`config.mk`:
```
export PLATFORM = sky130hd
export DESIGN_NAME = sdram_read_prefetch
export DESIGN_NICKNAME = d
export VERILOG_FILES = /design/src/rtl/sdram_read_prefetch.sv
export SDC_FILE = /design/constraint.sdc
export NUM_CORES = 1
export LEC_CHECK = 0
export ABC_AREA = 1
export ABC_CLOCK_PERIOD_IN_PS = 3840
export BUFFER_PORTS_ARGS = -buffer_cell sky130_fd_sc_hd__buf_2
export CAP_MARGIN = 20
export CORE_UTILIZATION = 29
export CTS_BUF_LIST = sky130_fd_sc_hd__clkbuf_8
export DETAILED_ROUTE_END_ITERATION = 12
export PLACE_DENSITY = 0.42
export SLEW_MARGIN = 10
export SYNTH_ARGS = -nofsm -noshare
export SYNTH_HDL_FRONTEND = slang
export SYNTH_SLANG_ARGS = --single-unit
```
`constraint.sdc`:
```
create_clock -name clk -period 3.84 [get_ports clk]
set_clock_uncertainty 0.1 [all_clocks]
set_input_delay 0.384 -clock clk [delete_from_list [all_inputs] [get_ports clk]]
set_output_delay 0.384 -clock clk [all_outputs]
set_load 0.05 [all_outputs]
```
`src/rtl/sdram_read_prefetch.sv`:
```
// rtl/sdram_read_prefetch.sv - sequential single-byte SDRAM read prefetcher
// feeding a first-word-fall-through byte FIFO.
module sdram_read_prefetch #(
  parameter int ADDR_WIDTH = 25,
  parameter int LEN_WIDTH  = 16,
  parameter int FIFO_AW    = 4
) (
  input  logic                  clk,
  input  logic                  rst_n,
  input  logic                  start,
  input  logic [ADDR_WIDTH-1:0] start_addr,
  input  logic [LEN_WIDTH-1:0]  length,
  input  logic                  abort,
  output logic                  running,
  output logic                  done,
  input  logic                  fifo_pop,
  output logic [7:0]            fifo_data,
  output logic                  fifo_empty,
  output logic [FIFO_AW:0]      fifo_count,
  output logic [ADDR_WIDTH-1:0] sd_rd_addr,
  output logic                  sd_rd_enable,
  input  logic [7:0]            sd_rd_data,
  input  logic                  sd_rd_ready,
  input  logic                  sd_ack
);

  localparam logic [2:0] IDLE      = 3'd0;
  localparam logic [2:0] ISSUE     = 3'd1;
  localparam logic [2:0] WAIT_DATA = 3'd2;
  localparam logic [2:0] NEXT      = 3'd3;
  localparam logic [2:0] DRAIN     = 3'd4;

  localparam logic [FIFO_AW:0]      DEPTH    = {1'b1, {FIFO_AW{1'b0}}};
  localparam logic [FIFO_AW:0]      CNT_ONE  = {{FIFO_AW{1'b0}}, 1'b1};
  localparam logic [FIFO_AW-1:0]    PTR_ONE  = {{(FIFO_AW-1){1'b0}}, 1'b1};
  localparam logic [ADDR_WIDTH-1:0] ADDR_ONE = {{(ADDR_WIDTH-1){1'b0}}, 1'b1};
  localparam logic [LEN_WIDTH-1:0]  LEN_ONE  = {{(LEN_WIDTH-1){1'b0}}, 1'b1};

  logic [2:0]            state;
  logic [ADDR_WIDTH-1:0] addr;
  logic [LEN_WIDTH-1:0]  remaining;
  logic [7:0]            mem [0:(2**FIFO_AW)-1];
  logic [FIFO_AW-1:0]    wr_ptr;
  logic [FIFO_AW-1:0]    rd_ptr;
  logic [FIFO_AW:0]      count;
  logic [FIFO_AW:0]      count_next;
  logic                  flush;
  logic                  push;
  logic                  pop_ok;
  logic                  ack_seen;

  assign flush    = (state == IDLE) && start;
  // A byte arriving together with abort is dropped rather than buffered.
  assign push     = (state == WAIT_DATA) && sd_rd_ready && !abort;
  assign pop_ok   = fifo_pop && (count != '0);
  assign ack_seen = (state == ISSUE) && sd_rd_enable && sd_ack;

  assign fifo_count = count;
  assign fifo_empty = (count == '0);
  assign fifo_data  = fifo_empty ? 8'h00 : mem[rd_ptr];
  assign sd_rd_addr = addr;

  always_comb begin
    count_next = count;
    if (flush)
      count_next = '0;
    else if (push && !pop_ok)
      count_next = count + CNT_ONE;
    else if (!push && pop_ok)
      count_next = count - CNT_ONE;
  end

  always_ff @(posedge clk) begin
    if (push)
      mem[wr_ptr] <= sd_rd_data;
  end

  always_ff @(posedge clk or negedge rst_n) begin
    if (!rst_n) begin
      wr_ptr <= '0;
      rd_ptr <= '0;
      count  <= '0;
    end else begin
      count <= count_next;
      if (flush) begin
        wr_ptr <= '0;
        rd_ptr <= '0;
      end else begin
        if (push)
          wr_ptr <= wr_ptr + PTR_ONE;
        if (pop_ok)
          rd_ptr <= rd_ptr + PTR_ONE;
      end
    end
  end

  // Request enable is raised on the edge that enters ISSUE, or later once a pop frees space.
  always_ff @(posedge clk or negedge rst_n) begin
    if (!rst_n) begin
      state        <= IDLE;
      addr         <= '0;
      remaining    <= '0;
      running      <= 1'b0;
      done         <= 1'b0;
      sd_rd_enable <= 1'b0;
    end else begin
      done <= 1'b0;
      case (state)
        IDLE: begin
          if (start) begin
            if (length != '0) begin
              addr         <= start_addr;
              remaining    <= length;
              running      <= 1'b1;
              sd_rd_enable <= 1'b1;
              state        <= ISSUE;
            end else begin
              done <= 1'b1;
            end
          end
        end
        ISSUE: begin
          if (ack_seen) begin
            sd_rd_enable <= 1'b0;
            state        <= abort ? DRAIN : WAIT_DATA;
          end else if (abort) begin
            sd_rd_enable <= 1'b0;
            running      <= 1'b0;
            state        <= IDLE;
          end else if (!sd_rd_enable && (count_next != DEPTH)) begin
            sd_rd_enable <= 1'b1;
          end
        end
        WAIT_DATA: begin
          if (abort) begin
            if (sd_rd_ready) begin
              running <= 1'b0;
              state   <= IDLE;
            end else begin
              state <= DRAIN;
            end
          end else if (sd_rd_ready) begin
            addr      <= addr + ADDR_ONE;
            remaining <= remaining - LEN_ONE;
            state     <= NEXT;
          end
        end
        NEXT: begin
          if (remaining == '0) begin
            running <= 1'b0;
            done    <= 1'b1;
            state   <= IDLE;
          end else if (abort) begin
            running <= 1'b0;
            state   <= IDLE;
          end else begin
            sd_rd_enable <= (count_next != DEPTH);
            state        <= ISSUE;
          end
        end
        DRAIN: begin
          if (sd_rd_ready) begin
            running <= 1'b0;
            state   <= IDLE;
          end
        end
        default: begin
          running      <= 1'b0;
          sd_rd_enable <= 1'b0;
          state        <= IDLE;
        end
      endcase
    end
  end

endmodule

```
==> results of run 1 <==
[through the flow]
stage	hold slack [ps]	area [sq um]	worst slack [ps]	util	std cells
6_report	64.4	10200	698	0.342	1391
5_1_grt	38.9	10200	467	0.342	1390
4_1_cts	22.4	10200	626	0.341	1389
3_5_place_dp	232	9820	1100	0.328	1356
3_3_place_gp	234	9820	1140	0.328	1356
2_1_floorplan	-11.6	8930	776	-	899
[state kept, by name (all words and copies together) (netlist names)]
name          cells
sd_rd_addr       25
remaining        16
done              1
rd_ptr            4
mem             128
running           1
state             3
wr_ptr            4
sd_rd_enable      1
fifo_count        5
[Yosys cell counts, types with 3 or more instances]
cell	count
o21ai_1	7
a21oi_1	36
or2_2	3
o21ai_0	118
dfrtp_1	60
o221ai_1	26
ha_1	9
nor3_1	4
o211ai_1	8
nand2_2	3
nor2_1	137
nand3_1	48
xor2_1	15
clkbuf_1	30
edfxtp_1	128
nor4_1	6
nor3_2	3
inv_1	56
buf_2	7
nand4_1	12
a2bb2oi_1	4
inv_2	6
buf_4	4
nor2_4	4
nand2_1	112
xnor2_1	3
o22ai_1	16
[worst max-delay path by stage]
stage | from | to | slack, ps | cells after the start
global placement | state[2] | mem[0][1] | 1140 | 5
global route | rd_ptr[0] | fifo_data[6] | 470 | 7
CTS | rd_ptr[0] | fifo_data[2] | 630 | 8
detailed placement | state[2] | mem[3][1] | 1100 | 5
finish | rd_ptr[0] | fifo_data[5] | 700 | 7
floorplan | fifo_count[0] | fifo_data[0] | 780 | 5
[routing by layer]
layer | up-vias | routed length (microns) | track usage
li1 | 3351 | - | -
met1 | 3275 | 12000 | 0.223
met2 | 116 | 11300 | 0.257
met3 | 18 | 822 | 0.0270
met4 | 0 | 277 | 0.0445
met5 | - | 0 | 0
[area by class of cell]
cell class / instances / area share
Tap cell: 390 / 0.0477
Timing Repair Buffer: 112 / 0.0591
Clock buffer: 18 / 0.0242
Inverter: 65 / 0.0241
Sequential cell: 188 / 0.523
Clock inverter: 14 / 0.0139
Multi-Input combinational cell: 603 / 0.308
Antenna cell: 1 / 0.000245
[report_power, final]
group / switching, mW / leakage [nW] / internal (mW) / total (mW)
Combinational: 2.57 / 1.86 / 0.964 / 3.54
Clock: 0.761 / 0.216 / 0.603 / 1.36
Sequential: 0.338 / 1.89 / 2.45 / 2.79
[cells by family after synthesis]
| group | count (synthesis) |
|---|---|
| flip-flops | 188 |
| adder cells (fa/ha/maj) | 9 |
| multiplexers | 2 |
| XOR/XNOR | 18 |
| AO/OA/AOI/OAI | 228 |
| buffers and inverters | 108 |
| AND/OR/NAND/NOR | 346 |
[worst max-delay path, cell delays in order, from the launching register on]
cell,delay (ps)
dfrtp_2,410
inv_2,560
buf_4,300
o21ai_0,90
o221ai_1,210
nand3_1,120
a21oi_1,190
buf_2,300
==> metrics.yaml, run 1 <==
sta:
  max_freq_mhz: 318
  min_period_over_period: 0.818
  worst_slew_pin_slew_ps: 982
  drv_slew: 0
  min_period_ps: 3140
  max_slew_margin: 0.343
  hold_violations: 0
  fin_tns_setup_ps: 0
  rsz0062_at_grt: "no"
  setup_viol: 0
logic_synthesis:
  seq_area_frac_synth: 0.598
  synth.top_cells.by_area: "edfxtp_1 (43%), dfrtp_1 (17%), o21ai_0 (6.6%)"
  synth_top_family_by_area: "simple AND/OR/NAND/NOR gates"
  postSynthCellCount: 899
  synth.distinct_cells: 48
  postSynthAreaPerCell_sq_um: 9.93
  yosys.area_share.adder: 0.0126
  synth_xor_area_frac: 0.0177
  synth_nets: 964
  syn-cell-area_sq_um: 8930
  synth_compound_area_frac: 0.149
  synth-simple-area-share: 0.172
  synth_ff_type: "edfxtp_1"
  async_flop_share: 0.319
  synth_edf_count: 128
  synth_top_cell_by_area: "edfxtp_1"
  yosys_register_bits: 188
  synth_mux_area_frac: 0.00224
  yosys_warnings: 0
  yosysTopAreaCellShare: 0.430
worst_setup_path:
  rr_endpoint: "mem[3][0]"
  r2r-start: "state[2]"
  end_kind: "output pin"
  required_ps: 3360
  reg2regPathDepth: 5
  rrSetupSlack_ps: 1150
  path_max_fanout: 44
  crit_arrival_ps: 2660
  crit_type: "flop to output pin"
  critPathLaunchType: "flop"
final_layout:
  nNetsFinal: 1052
  layout_common_cells: "nor2_1 (137), edfxtp_1 (128), o21ai_0 (118)"
  final_common_cell: "nor2_1"
  multi_input_area_sq_um: 3150
  fill_cells: 3133
  area_delta_synth_final_pct: 14.6
  drive_above_1_share: 0.170
  ff_latch_area_sq_um: 5350
clock_network:
  clkTransAtPathRegs_ps: 90
  ctsHoldBuffers: 1
  ctsHtreeMaxLevel: 4
  cts_tree: "yes"
  clockRootBuffer: "clkbuf_8"
  cts_buffers: 17
  cts_setup_buffers: 0
  clock_latency_ps: 480
  cts_max_path_buffers: 2
  cts_resized: 0
  clock_sinks: 188
die:
  fp-row-count: 63
  dieArea_sq_um: 31500
  die_w_microns: 177
  initial_utilization: 0.298
  die_h_microns: 177
  fp.coreArea_sq_um: 30000
  ios: 98
pwr:
  irDropWorstVdd_mv: 0.371
  power_mw: 7.69
  power_density_nw_per_um2: 752
  leakagePower_nw: 3.97
placed_design:
  hpwl_microns: 16300
  numPortBuffers: 97
  routabilityCongestion: 0.754
drt:
  post-route-drc-count: 0
  viasPerCell: 4.86
  drt-initial-drc-count: 378
  first_pass_iters: 5
  via_count: 6760
  wl_per_cell_microns: 17.5
  antenna_left: 0
  totalWireLength_microns: 24400
global_route:
  grt.overflow.total: 0
  grt_first_pass_wirelength_microns: 37900
  grt.total_usage: 0.160
  grt_max_degree: 67
  grt_pass1_vias: 6707
  antenna_found_initial: 0
hold_path:
  min_path_type: "primary input to flop"
  holdPathEnd: "state[1]"
  min-delay-start: "abort"
  hold_depth: 2
run:
  maxCapViolCount: 0
outcome:
  outcome: "finished clean"
No activity file was read; power rests on OpenSTA's default activity.
==> run 2, diff against run 1 <==
- ABC_CLOCK_PERIOD_IN_PS: 3840 -> 2550
- PLACE_DENSITY: 0.42 -> 0.44
- clock period: 3.84 -> 2.55 ns (I/O delays scaled with it)
==> metrics.yaml, run 2 (same netlist as run 1, synthesis figures left out) <==
final_layout:
  nNetsFinal: 1123
  area_delta_synth_final_pct: 28.0
  largest_register_ffs: 128
  fill_cells: 3013
  final_common_cell: "nor2_1"
  layout_common_cells: "nor2_1 (135), edfxtp_1 (128), nand2_1 (112)"
  drive_above_1_share: 0.223
  regMostFlops: "mem"
  n_antenna_cell: 0
clock_network:
  cts_buffers: 17
  ctsHtreeMaxLevel: 4
  clock_sinks: 188
  clockRootBuffer: "clkbuf_8"
  cts_tree: "yes"
  cts_max_path_buffers: 2
  clkTransAtPathRegs_ps: 110
  clock_latency_ps: 490
drt:
  first_pass_iters: 4
  antenna_left: 0
  drt-initial-drc-count: 399
  post-route-drc-count: 0
  totalWireLength_microns: 25700
  viasPerCell: 4.85
  via_count: 7093
  wl_per_cell_microns: 17.6
die:
  die_w_microns: 177
  fp.coreArea_sq_um: 30000
  ios: 98
  initial_utilization: 0.298
  die_h_microns: 177
  fp-row-count: 63
  dieArea_sq_um: 31500
placed_design:
  routabilityCongestion: 0.740
  hpwl_microns: 16500
  numPortBuffers: 97
  place_ws_ps: 281
pwr:
  power_density_nw_per_um2: 1140
  seqPwrFrac: 0.321
  p_switching_mw: 6.14
  comb_power_share: 0.512
  leakagePower_nw: 4.47
  p_sw_frac: 0.470
  power_mw: 13.1
  p_int_mw: 6.93
  p_clk_frac: 0.167
  irDropWorstVdd_mv: 0.589
sta:
  max_slew_margin: 0.619
  setup_viol: 0
  max_freq_mhz: 400
  drv_slew: 0
  hold_violations: 0
  worst_slew_pin_slew_ps: 571
  min_period_over_period: 0.980
  rsz0062_at_grt: "yes"
  worst_slack_ps: 50.5
  min_period_ps: 2500
run:
  maxCapViolCount: 0
worst_setup_path:
  critPathLaunchType: "flop"
  end_kind: "output pin"
  required_ps: 2190
  crit_type: "flop to output pin"
  crit_arrival_ps: 2140
  path_max_fanout: 11
global_route:
  antenna_found_initial: 0
  grt.overflow.total: 0
  grt.total_usage: 0.164
  grt_first_pass_wirelength_microns: 39100
  grt_pass1_vias: 6964
  grt_max_degree: 54
hold_path:
  min_path_type: "primary input to flop"
outcome:
  outcome: "finished clean"
-- run 2: cell types whose count changed in the layout (fill, tap and decap cells not counted), sizes merged --
cell	previous run	this run
buf	111	143
dlygate4sd3	1	33
clkbuf	18	24
clkinv	4	10
inv	73	69
bufinv	2	1
diode	1	0
-- run 2: worst paths after layout --
kind,to,slack (ps),cells past startpoint,start
hold reg to reg,remaining[6],430,2,remaining[6]
max in group asynchronous,fifo_count[4],1440,4,rst_n
min in group asynchronous,sd_rd_addr[7],170,2,rst_n
setup / recovery,fifo_data[7],50,8,rd_ptr[0]
hold / removal,remaining[7],40,4,length[7]
setup reg to reg,remaining[8],280,10,state[2]
-- run 2: area by class of cell --
type | count | area, sq um | area share
sequential | 188 | 5350 | 0.468
tap | 390 | 488 | 0.0427
multi-input combinational | 603 | 3320 | 0.291
clock buffer | 17 | 234 | 0.0205
inverter | 65 | 280 | 0.0245
clock inverter | 15 | 218 | 0.0190
timing repair buffer | 183 | 1540 | 0.134
-- run 2: routing by layer --
layer,GRT usage,wire length [microns]
met1,0.220,12300
met2,0.270,12200
met3,0.0356,972
met4,0.0367,208
met5,0,0
-- run 2: through the flow --
step           instance area (sq um)  setup TNS [ps]  utilization  hold WS [ps]  cells
2_1_floorplan                   9020               0            -          -141    899
3_3_place_gp                   10200               0        0.340           182   1384
3_5_place_dp                   10200               0        0.340           185   1384
4_1_cts                        11100           -27.4        0.370          1.68   1451
5_1_grt                        11400            -189        0.382          9.19   1461
6_report                       11400               0        0.382          36.5   1461
-- run 2: worst max-delay path, cell delays in order (launching register included) --
cell	delay, ps
dfrtp_2	440
buf_12	150
clkinv_16	80
clkbuf_16	170
nor2_1	50
o221ai_1	230
nand3_1	190
a21oi_4	190
buf_6	170
-- run 2: repair_timing --
item,in CTS,in global routing
endpoints found under the setup margin,8,8
endpoints found under the hold margin,51,0
resized for setup,30,39
buffers inserted,0,3
pin swaps,6,14
hold buffers,33,0
cloned,2,7
-- run 2: power by group through the flow --
stage / Clock (mW) / Sequential [mW] / Combinational, mW
after floorplan: 0 / 4.99 / 3.42
after global placement: 0 / 4.27 / 5.76
after detailed placement: 0 / 4.25 / 5.78
after CTS: 2.25 / 4.21 / 6.18
after global routing: 2.36 / 4.29 / 7.25
final: 2.18 / 4.20 / 6.69
==> run 3, diff against run 2 <==
- CELL_PAD_IN_SITES_DETAIL_PLACEMENT: unset -> 1
- CELL_PAD_IN_SITES_GLOBAL_PLACEMENT: unset -> 2
- PLACE_DENSITY: 0.44 -> 0.64
- SETUP_SLACK_MARGIN: unset -> 0.5
==> metrics.yaml, run 3 (same netlist as run 1, synthesis figures left out) <==
outcome:
  outcome: "finished clean"
pwr:
  irDropWorstVdd_mv: 0.558
  leakagePower_nw: 4.82
  power_density_nw_per_um2: 1150
worst_setup_path:
  crit_type: "flop to output pin"
  cpLargestDelayFamily: "buffers and inverters"
  critPathLaunchType: "flop"
  crit_arrival_ps: 2170
  crit_top_cell: "nor2_1"
  required_ps: 2190
  max_stage_delay_ps: 480
  slowest_stage: "dfrtp_2"
  path_cells: "clkinv_4 -> buf_12 -> buf_8 -> nor2_4 -> o22ai_2 -> nor2_1 -> nor2_1 -> o21ai_2 -> a21oi_4 -> buf_6"
  path_buf_inv: 4
  end_kind: "output pin"
  path_max_fanout: 6
clock_network:
  clockRootBuffer: "clkbuf_8"
  cts_tree: "yes"
  clock_latency_ps: 480
  cts_max_path_buffers: 2
  clkTransAtPathRegs_ps: 100
  clock_sinks: 188
  cts_buffers: 17
  ctsHtreeMaxLevel: 4
drt:
  first_pass_iters: 4
  post-route-drc-count: 0
  totalWireLength_microns: 29600
  via_count: 7531
  drt-initial-drc-count: 377
  antenna_left: 0
  wl_per_cell_microns: 19.8
  viasPerCell: 5.02
placed_design:
  routabilityCongestion: 0.743
  hpwl_microns: 17500
  place_ws_ps: 295
  placed_cells: 1378
  numPortBuffers: 97
global_route:
  use_met2: 0.310
  grt_first_pass_wirelength_microns: 43800
  top_usage_layer: "met2"
  use_met3: 0.0304
  grt.total_usage: 0.185
  use_met1: 0.244
  grt.overflow.total: 0
  grt_max_degree: 54
  antenna_found_initial: 2
  grt_pass1_vias: 7565
sta:
  worst_slack_ps: 26.8
  max_freq_mhz: 396
  hold_violations: 0
  fin_tns_setup_ps: 0
  drv_slew: 0
  min_period_over_period: 0.989
  rsz0062_at_grt: "yes"
  setup_viol: 0
  min_period_ps: 2520
  worst_slew_pin_slew_ps: 536
  max_slew_margin: 0.643
hold_path:
  min_path_type: "primary input to flop"
final_layout:
  final_common_cell: "edfxtp_1"
  regMostFlops: "mem"
  area_delta_synth_final_pct: 38.8
  nNetsFinal: 1161
  layout_common_cells: "edfxtp_1 (128), nor2_1 (99), nand2_1 (97)"
  n_antenna_cell: 0
  largest_register_ffs: 128
  layout.cells.non_filler: 1499
  drive_above_1_share: 0.342
  post-route-util: 0.414
run:
  maxCapViolCount: 0
die:
  fp.coreArea_sq_um: 30000
  fp-row-count: 63
  ios: 98
  die_w_microns: 177
  die_h_microns: 177
  dieArea_sq_um: 31500
  initial_utilization: 0.298
==> run 3: final cells by class <==
cell class | count | area (sq um)
fill | 3338 | 17600
inverter | 65 | 304
sequential | 188 | 5360
clock buffer | 17 | 234
timing repair inverter | 2 | 15.0
tap | 390 | 488
clock inverter | 15 | 161
multi-input combinational | 603 | 3820
timing repair buffer | 219 | 2010
==> run 3: metal layers <==
layer | up-vias | wire length (microns)
met5 | - | 23
met4 | 4 | 637
met3 | 41 | 850
met2 | 147 | 14700
met1 | 3758 | 13500
li1 | 3581 | -
==> run 3: repair_timing <==
item / CTS / global route
cloned: 8 / 6
hold buffers: 33 / 0
setup buffers: 16 / 26
resized for setup: 85 / 160
endpoints found under the hold margin: 50 / 0
pin swaps: 18 / 60
setup endpoints to repair: 104 / 79
==> run 3: worst reg2reg max path, stage by stage, from the launching register on <==
cell and delay (ps):
dfrtp_1 410, inv_2 70, nor2_4 150, nand3_2 100
nor2_4 190, buf_4 140, buf_4 160, nand2_4 100
nor2_2 170, buf_6 170
==> run 3: per-stage QoR <==
stage | cell area, sq um | hold slack (ps) | total power [mW]
global route | 12400 | 33.0 | 15.0
floorplan | 9060 | -141 | 8.46
CTS | 11500 | 13.9 | 13.3
finish | 12400 | 46.9 | 14.2
detailed placement | 10100 | 168 | 10.2
global placement | 10100 | 150 | 10.1
==> run 3: worst paths after layout <==
kind	start	cells past startpoint	slack, ps	end
worst max-delay path	rd_ptr[0]	10	30	fifo_data[0]
worst min-delay path	length[10]	3	50	remaining[10]
worst max register to register	state[1]	9	510	mem[14][4]
worst min register to register	remaining[5]	2	440	remaining[5]
max in group asynchronous	rst_n	3	1410	sd_rd_addr[0]
min in group asynchronous	rst_n	2	150	sd_rd_addr[16]
==> run 3: where the power goes <==
| part | switching (mW) | internal, mW |
|---|---|---|
| registers | 0.594 | 3.71 |
| clock network | 1.21 | 0.808 |
| logic | 4.92 | 2.96 |
